[src/rtl/riscv_defines_pkg.sv]
// Shared pipeline-hazard types: memory-access kinds, per-stage metadata,
// and the request/response payloads carried by hazard_interface.
package riscv_defines;

    localparam int HAZARD_REG_AW = 5;

    typedef enum logic [1:0] {
        MEM_NONE  = 2'd0,
        MEM_LOAD  = 2'd1,
        MEM_STORE = 2'd2
    } memaccess_t;

    // Operand forwarding selects used by the E-stage muxes
    localparam logic [1:0] FWD_NONE = 2'd0;
    localparam logic [1:0] FWD_W    = 2'd1;
    localparam logic [1:0] FWD_M    = 2'd2;

    typedef struct packed {
        logic [HAZARD_REG_AW-1:0] rs1;
        logic [HAZARD_REG_AW-1:0] rs2;
        logic [HAZARD_REG_AW-1:0] rd;
        logic                     regwrite;
        memaccess_t               memaccess;
    } hazard_meta_t;

    localparam hazard_meta_t HAZARD_BUBBLE = '0;

    typedef struct packed {
        logic raw;
        logic store;
        logic loaduse;
        logic mispredict;
    } hazard_cause_t;

    typedef struct packed {
        logic [HAZARD_REG_AW-1:0] rs1_d;
        logic [HAZARD_REG_AW-1:0] rs2_d;
        logic [HAZARD_REG_AW-1:0] rs1_e;
        logic [HAZARD_REG_AW-1:0] rs2_e;
        logic [HAZARD_REG_AW-1:0] rd_e;
        memaccess_t               memaccess_e;
        logic [HAZARD_REG_AW-1:0] rd_m;
        logic [HAZARD_REG_AW-1:0] rs2_m;
        logic                     regwrite_m;
        memaccess_t               memaccess_m;
        logic [HAZARD_REG_AW-1:0] rd_w;
        logic                     regwrite_w;
        logic                     pcsrc;
        logic                     flushflag;
    } hazard_req_t;

    typedef struct packed {
        logic [1:0]    forward_a_e;
        logic [1:0]    forward_b_e;
        logic          forward_mem_m;
        logic          stall_f;
        logic          stall_d;
        logic          flush_d;
        logic          flush_e;
        logic          flush_m;
        hazard_cause_t cause;
    } hazard_res_t;

    // x0 can never be a forwarding source, so regwrite is dropped for rd=0
    function automatic hazard_meta_t capture_meta(
        input logic [HAZARD_REG_AW-1:0] rs1,
        input logic [HAZARD_REG_AW-1:0] rs2,
        input logic [HAZARD_REG_AW-1:0] rd,
        input logic                     regwrite,
        input memaccess_t               memaccess,
        input logic                     valid
    );
        hazard_meta_t meta;
        meta.rs1       = rs1;
        meta.rs2       = rs2;
        meta.rd        = rd;
        meta.regwrite  = regwrite & valid & (rd != '0);
        meta.memaccess = valid ? memaccess : MEM_NONE;
        return meta;
    endfunction

endpackage

[src/rtl/hazard_interface.sv]
// Request/response link between the hazard tracker (initiator) and the
// hazard completer that computes forwarding, stall and flush controls.
interface hazard_interface;
    import riscv_defines::*;

    hazard_req_t req;
    hazard_res_t res;

    modport initiator (output req, input res);
    modport completer (input req, output res);
endinterface

[src/rtl/hazard_stage_reg.sv]
// One shadow-pipeline stage: metadata register with async reset and a
// synchronous flush that loads the bubble value.
module hazard_stage_reg
    import riscv_defines::*;
(
    input  logic         clk,
    input  logic         reset,
    input  logic         flush,
    input  hazard_meta_t d,
    output hazard_meta_t q
);

    always_ff @(posedge clk or posedge reset) begin
        if (reset) begin
            q <= HAZARD_BUBBLE;
        end else if (flush) begin
            q <= HAZARD_BUBBLE;
        end else begin
            q <= d;
        end
    end

endmodule

[src/rtl/hazard_tracker.sv]
// Shadow E/M/W metadata pipeline driving hazard_bus.req and re-exporting the
// completer's controls. Optional cause counters: define HAZARD_PERF_EN.
module hazard_tracker
    import riscv_defines::*;
#(
    parameter int REG_AW = HAZARD_REG_AW,
    parameter int CNT_W  = 32
) (
    input  logic              clk,
    input  logic              reset,
    input  logic              start,
    input  logic [REG_AW-1:0] rs1_d,
    input  logic [REG_AW-1:0] rs2_d,
    input  logic [REG_AW-1:0] rd_d,
    input  logic              regwrite_d,
    input  logic [1:0]        memaccess_d,
    input  logic              valid_d,
    input  logic              pcsrc_e,
    input  logic              flushflag,
    hazard_interface.initiator hazard_bus,
    output logic [1:0]        forward_a_e,
    output logic [1:0]        forward_b_e,
    output logic              forward_mem_m,
    output logic              stall_f,
    output logic              stall_d,
    output logic              flush_d,
    output logic              flush_e,
    output logic              flush_m
`ifdef HAZARD_PERF_EN
    ,
    output logic [CNT_W-1:0]  cnt_raw,
    output logic [CNT_W-1:0]  cnt_store,
    output logic [CNT_W-1:0]  cnt_loaduse,
    output logic [CNT_W-1:0]  cnt_mispredict
`endif
);

    // The metadata struct width is fixed by the package
    if (CNT_W < 1 || REG_AW != HAZARD_REG_AW) begin : g_bad_params
        $error("hazard_tracker: unsupported REG_AW/CNT_W");
    end

    // Index 0 = E, 1 = M, 2 = W
    hazard_meta_t stage_d [3];
    hazard_meta_t stage_q [3];
    logic [2:0]   stage_flush;

    assign stage_d[0] = capture_meta(rs1_d, rs2_d, rd_d, regwrite_d,
                                     memaccess_t'(memaccess_d), valid_d);
    assign stage_d[1] = stage_q[0];
    assign stage_d[2] = stage_q[1];

    // Load-use stalls are realised as an E flush while D is frozen upstream
    assign stage_flush[0] = !start || hazard_bus.res.flush_e;
    assign stage_flush[1] = !start || hazard_bus.res.flush_m;
    assign stage_flush[2] = !start;

    genvar gi;
    for (gi = 0; gi < 3; gi++) begin : g_stage
        hazard_stage_reg u_stage (
            .clk   (clk),
            .reset (reset),
            .flush (stage_flush[gi]),
            .d     (stage_d[gi]),
            .q     (stage_q[gi])
        );
    end

    assign hazard_bus.req.rs1_d       = rs1_d;
    assign hazard_bus.req.rs2_d       = rs2_d;
    assign hazard_bus.req.rs1_e       = stage_q[0].rs1;
    assign hazard_bus.req.rs2_e       = stage_q[0].rs2;
    assign hazard_bus.req.rd_e        = stage_q[0].rd;
    assign hazard_bus.req.memaccess_e = stage_q[0].memaccess;
    assign hazard_bus.req.rd_m        = stage_q[1].rd;
    assign hazard_bus.req.rs2_m       = stage_q[1].rs2;
    assign hazard_bus.req.regwrite_m  = stage_q[1].regwrite;
    assign hazard_bus.req.memaccess_m = stage_q[1].memaccess;
    assign hazard_bus.req.rd_w        = stage_q[2].rd;
    assign hazard_bus.req.regwrite_w  = stage_q[2].regwrite;
    assign hazard_bus.req.pcsrc       = pcsrc_e;
    assign hazard_bus.req.flushflag   = flushflag;

    assign forward_a_e   = hazard_bus.res.forward_a_e;
    assign forward_b_e   = hazard_bus.res.forward_b_e;
    assign forward_mem_m = hazard_bus.res.forward_mem_m;
    assign stall_f       = hazard_bus.res.stall_f;
    assign stall_d       = hazard_bus.res.stall_d;
    assign flush_d       = hazard_bus.res.flush_d;
    assign flush_e       = hazard_bus.res.flush_e;
    assign flush_m       = hazard_bus.res.flush_m;

`ifdef HAZARD_PERF_EN
    // Bit order follows hazard_cause_t: 3 raw, 2 store, 1 loaduse, 0 mispredict
    logic [3:0] cause_vec;
    assign cause_vec = hazard_bus.res.cause;

    for (gi = 0; gi < 4; gi++) begin : g_cnt
        logic [CNT_W-1:0] count_reg;
        always_ff @(posedge clk or posedge reset) begin
            if (reset) begin
                count_reg <= '0;
            end else if (start) begin
                count_reg <= count_reg + CNT_W'(cause_vec[gi]);
            end
        end
    end

    assign cnt_raw        = g_cnt[3].count_reg;
    assign cnt_store      = g_cnt[2].count_reg;
    assign cnt_loaduse    = g_cnt[1].count_reg;
    assign cnt_mispredict = g_cnt[0].count_reg;

    logic unused_fields;
    assign unused_fields = ^{stage_q[0].regwrite, stage_q[1].rs1, stage_q[2].rs1,
                             stage_q[2].rs2, stage_q[2].memaccess};
`else
    logic unused_fields;
    assign unused_fields = ^{stage_q[0].regwrite, stage_q[1].rs1, stage_q[2].rs1,
                             stage_q[2].rs2, stage_q[2].memaccess,
                             hazard_bus.res.cause};
`endif

endmodule

[src/flat_wrapper.sv]
// flat-port wrapper written by rule: the top's interface ports become plain ports
module hazard_tracker_flat import riscv_defines::*;
#(
    parameter int REG_AW = HAZARD_REG_AW,
    parameter int CNT_W  = 32
)
  (clk, reset, start, rs1_d, rs2_d, rd_d, regwrite_d, memaccess_d, valid_d, pcsrc_e, flushflag, forward_a_e, forward_b_e, forward_mem_m, stall_f, stall_d, flush_d, flush_e, flush_m, hazard_bus_req, hazard_bus_res);
  hazard_interface hazard_bus_i ();
  input  logic clk;
  input  logic reset;
  input  logic start;
  input  logic [REG_AW-1:0] rs1_d;
  input  logic [REG_AW-1:0] rs2_d;
  input  logic [REG_AW-1:0] rd_d;
  input  logic regwrite_d;
  input  logic [1:0] memaccess_d;
  input  logic valid_d;
  input  logic pcsrc_e;
  input  logic flushflag;
  output logic [1:0] forward_a_e;
  output logic [1:0] forward_b_e;
  output logic forward_mem_m;
  output logic stall_f;
  output logic stall_d;
  output logic flush_d;
  output logic flush_e;
  output logic flush_m;
  output wire logic [$bits(hazard_bus_i.req)-1:0] hazard_bus_req;
  input wire logic [$bits(hazard_bus_i.res)-1:0] hazard_bus_res;
  assign hazard_bus_req = hazard_bus_i.req;
  assign hazard_bus_i.res = hazard_bus_res;
  hazard_tracker #(.REG_AW(REG_AW), .CNT_W(CNT_W)) u_core (.clk(clk), .reset(reset), .start(start), .rs1_d(rs1_d), .rs2_d(rs2_d), .rd_d(rd_d), .regwrite_d(regwrite_d), .memaccess_d(memaccess_d), .valid_d(valid_d), .pcsrc_e(pcsrc_e), .flushflag(flushflag), .hazard_bus(hazard_bus_i), .forward_a_e(forward_a_e), .forward_b_e(forward_b_e), .forward_mem_m(forward_mem_m), .stall_f(stall_f), .stall_d(stall_d), .flush_d(flush_d), .flush_e(flush_e), .flush_m(flush_m));
endmodule
[config.mk]
export PLATFORM = sky130hd
export DESIGN_NAME = hazard_tracker_flat
export DESIGN_NICKNAME = d
export VERILOG_FILES = /design/src/rtl/riscv_defines_pkg.sv /design/src/rtl/hazard_interface.sv /design/src/rtl/hazard_stage_reg.sv /design/src/rtl/hazard_tracker.sv /design/src/flat_wrapper.sv
export SDC_FILE = /design/constraint.sdc
export NUM_CORES = 1
export LEC_CHECK = 0
export BUFFER_PORTS_ARGS = -buffer_cell sky130_fd_sc_hd__buf_2
export CAP_MARGIN = 15
export CORE_MARGIN = 8
export CORE_UTILIZATION = 46
export DETAILED_ROUTE_END_ITERATION = 12
export PLACE_DENSITY = 0.84
export SETUP_SLACK_MARGIN = 0.4
export SLEW_MARGIN = 20
export SYNTH_ARGS = -nofsm -noshare
export SYNTH_HDL_FRONTEND = slang
export SYNTH_HIERARCHICAL = 1
export SYNTH_SLANG_ARGS = --single-unit
[constraint.sdc]
create_clock -name clk -period 0.8 [get_ports clk]
set_clock_uncertainty 0.1 [all_clocks]
set_input_delay 0.08 -clock clk [delete_from_list [all_inputs] [get_ports clk]]
set_output_delay 0.08 -clock clk [all_outputs]
set_load 0.03 [all_outputs]
==> results.sh <==
export IMPL_ys_warnings_count=6
export IMPL_cts_buffers=5
export IMPL_path_clk_slew_ns=0.10
export IMPL_finalHoldViolCount=54
export IMPL_finalWorstPathRequiredPeriod_ns=1.08
export IMPL_setup_tns_ns=-9.24
export IMPL_clk_latency_ns=0.33
export IMPL_rows=20
export IMPL_die_y_um=71.6
export IMPL_crit_buf_inv=1
export IMPL_drc=0
export IMPL_grtUsageMet1=0.128
export IMPL_grt_busiest_layer="met2"
export IMPL_fin_nets=206
export IMPL_reg_largest_list="u_core/g_stage.u_stage/q (37)"
export IMPL_path_class="flop to output port"
export IMPL_grt_pass1_wl_um=5660
export IMPL_final_cell_mix="59 x buf_6, 36 x dfrtp_2, 16 x and2b_1"
export IMPL_worst_r2r_startpoint="u_core/g_stage[0].u_stage/q[3]"
export IMPL_critPathSlowestCell="dfrtp_2"
export IMPL_cts_tree="done"
export IMPL_first_pass_iters=3
export IMPL_worst_r2r_setup_slack_ns=0
export IMPL_cp_slowest_stage_delay_ns=0.43
export IMPL_initial_core_util=0.473
export IMPL_cts_path_max_buffers=2
export IMPL_gp_congestion=0.778
export IMPL_worstMarginPinSlew_ns=0.393
export IMPL_use_met3=0.0823
export IMPL_core_mm2=0.00300
export IMPL_cts_sinks=37
export IMPL_rsz0062_at_grt="yes"
export IMPL_synthesis_nets=147
export IMPL_p_leak_nw=1.11
export IMPL_fin_crit_sh=1.35
export IMPL_status="finished with violations"
export IMPL_worstSetupEndpointType="output port"
export IMPL_cp_required_ns=0.62
export IMPL_r2r_end="u_core/g_stage[1].u_stage/q[3]"
export IMPL_largest_register_ff_count=37
export IMPL_num_io_pins=96
export IMPL_gr_total_overflow=0
export IMPL_largest_register="u_core/g_stage.u_stage/q"
export IMPL_syn_area_per_cell_um2=13.0
export IMPL_setup_viol=38
export IMPL_slew_viol_final=0
export IMPL_holdCritPathClass="input pin to asynchronous set/reset pin"
export IMPL_violations="negative hold slack, negative setup slack"
export IMPL_die_w_um=71.6
export IMPL_via_per_inst=4.75
export IMPL_max_vdd_ir_drop_mv=1.17
export IMPL_vias=959
export IMPL_routed_wl_um=3510
export IMPL_whs_ns=-0.431
export IMPL_antenna_left=0
export IMPL_final_common_cell="buf_6"
export IMPL_antenna_found_initial=0
export IMPL_wire_per_inst_um=17.4
export IMPL_crit_family="flip-flops"
export IMPL_path_cells="buf_6"
export IMPL_crit_path_max_fanout=2
export IMPL_final_util=0.747
export IMPL_grt_use_total=0.144
export IMPL_io_buffers=71
export IMPL_dieArea_mm2=0.00512
export IMPL_diodes=0
export IMPL_synth_cells=109
export IMPL_crit_arrival_ns=0.90
export IMPL_max_freq_mhz=927
export IMPL_use_met2=0.257
export IMPL_grt_max_degree=19
export IMPL_syn_area_mm2=0.00142
export IMPL_grt_pass1_vias=1149
export IMPL_maxSlewHeadroom=0.737
export IMPL_cap_violations=0
export IMPL_htreeDepth=2
export IMPL_cts_root_buf="clkbuf_4"
export IMPL_p_per_area_mw_per_mm2=1540
export IMPL_reg2reg_depth=1
export IMPL_syn2layout_area_growth_pct=57.7
export IMPL_cp_start_kind="flop"
export IMPL_setup_ws_ns=-0.279
export IMPL_drt_iter0_drc=20
export IMPL_final_layout_size_suffix_gt1_frac=0.746
==> where the power goes <==
part	internal (mW)	total (mW)	switching, mW
clock network	0.350	0.880	0.530
logic	0.306	0.626	0.320
registers	1.92	1.95	0.0303
==> per-stage QoR <==
step	hold slack [ns]	power (mW)	instance area [um^2]	setup slack, ns	std cells
5_1_grt	-0.449	3.61	2240	-0.311	202
6_report	-0.431	3.46	2240	-0.279	202
2_1_floorplan	-0.229	2.42	1560	-0.265	109
4_1_cts	-0.445	3.48	2200	-0.287	201
3_3_place_gp	-0.0958	2.41	1720	-0.372	191
3_5_place_dp	-0.0886	2.43	1720	-0.417	191
==> how the worst max path moves through the flow <==
stage                                          startpoint                             end  slack, ns  cells past startpoint
after floorplan                                   rd_d[1]  u_core/g_stage[0].u_stage/q[2]      -0.27                      3
after global placement                            rd_d[1]  u_core/g_stage[0].u_stage/q[2]      -0.37                      4
after detailed placement                          rd_d[1]  u_core/g_stage[0].u_stage/q[2]      -0.42                      4
after CTS                  u_core/g_stage[0].u_stage/q[6]              hazard_bus_req[26]      -0.29                      1
after global routing      u_core/g_stage[0].u_stage/q[12]              hazard_bus_req[32]      -0.31                      1
final                      u_core/g_stage[0].u_stage/q[7]              hazard_bus_req[27]      -0.28                      1
==> what timing repair did <==
| item | in CTS | in global routing |
|---|---|---|
| hold endpoints to repair | 54 | 53 |
| pin swaps | 1 | 0 |
| setup buffers | 0 | 1 |
| endpoints found under the setup margin | 74 | 82 |
| cloned | 2 | 0 |
| resized for setup | 114 | 10 |
==> routing by layer <==
metal	wire length [um]	part of all wire
met1	1140	0.32
met4	65	0.019
met5	0	0
met3	454	0.13
met2	1850	0.53
==> final cells by class <==
class,instances,area [um^2]
sequential,37,971
fill,188,761
tap,33,41.3
multi-input combinational,45,373
clock buffer,8,48.8
inverter,4,18.8
timing repair buffer,75,790
No activity file was read; power rests on OpenSTA's default activity.
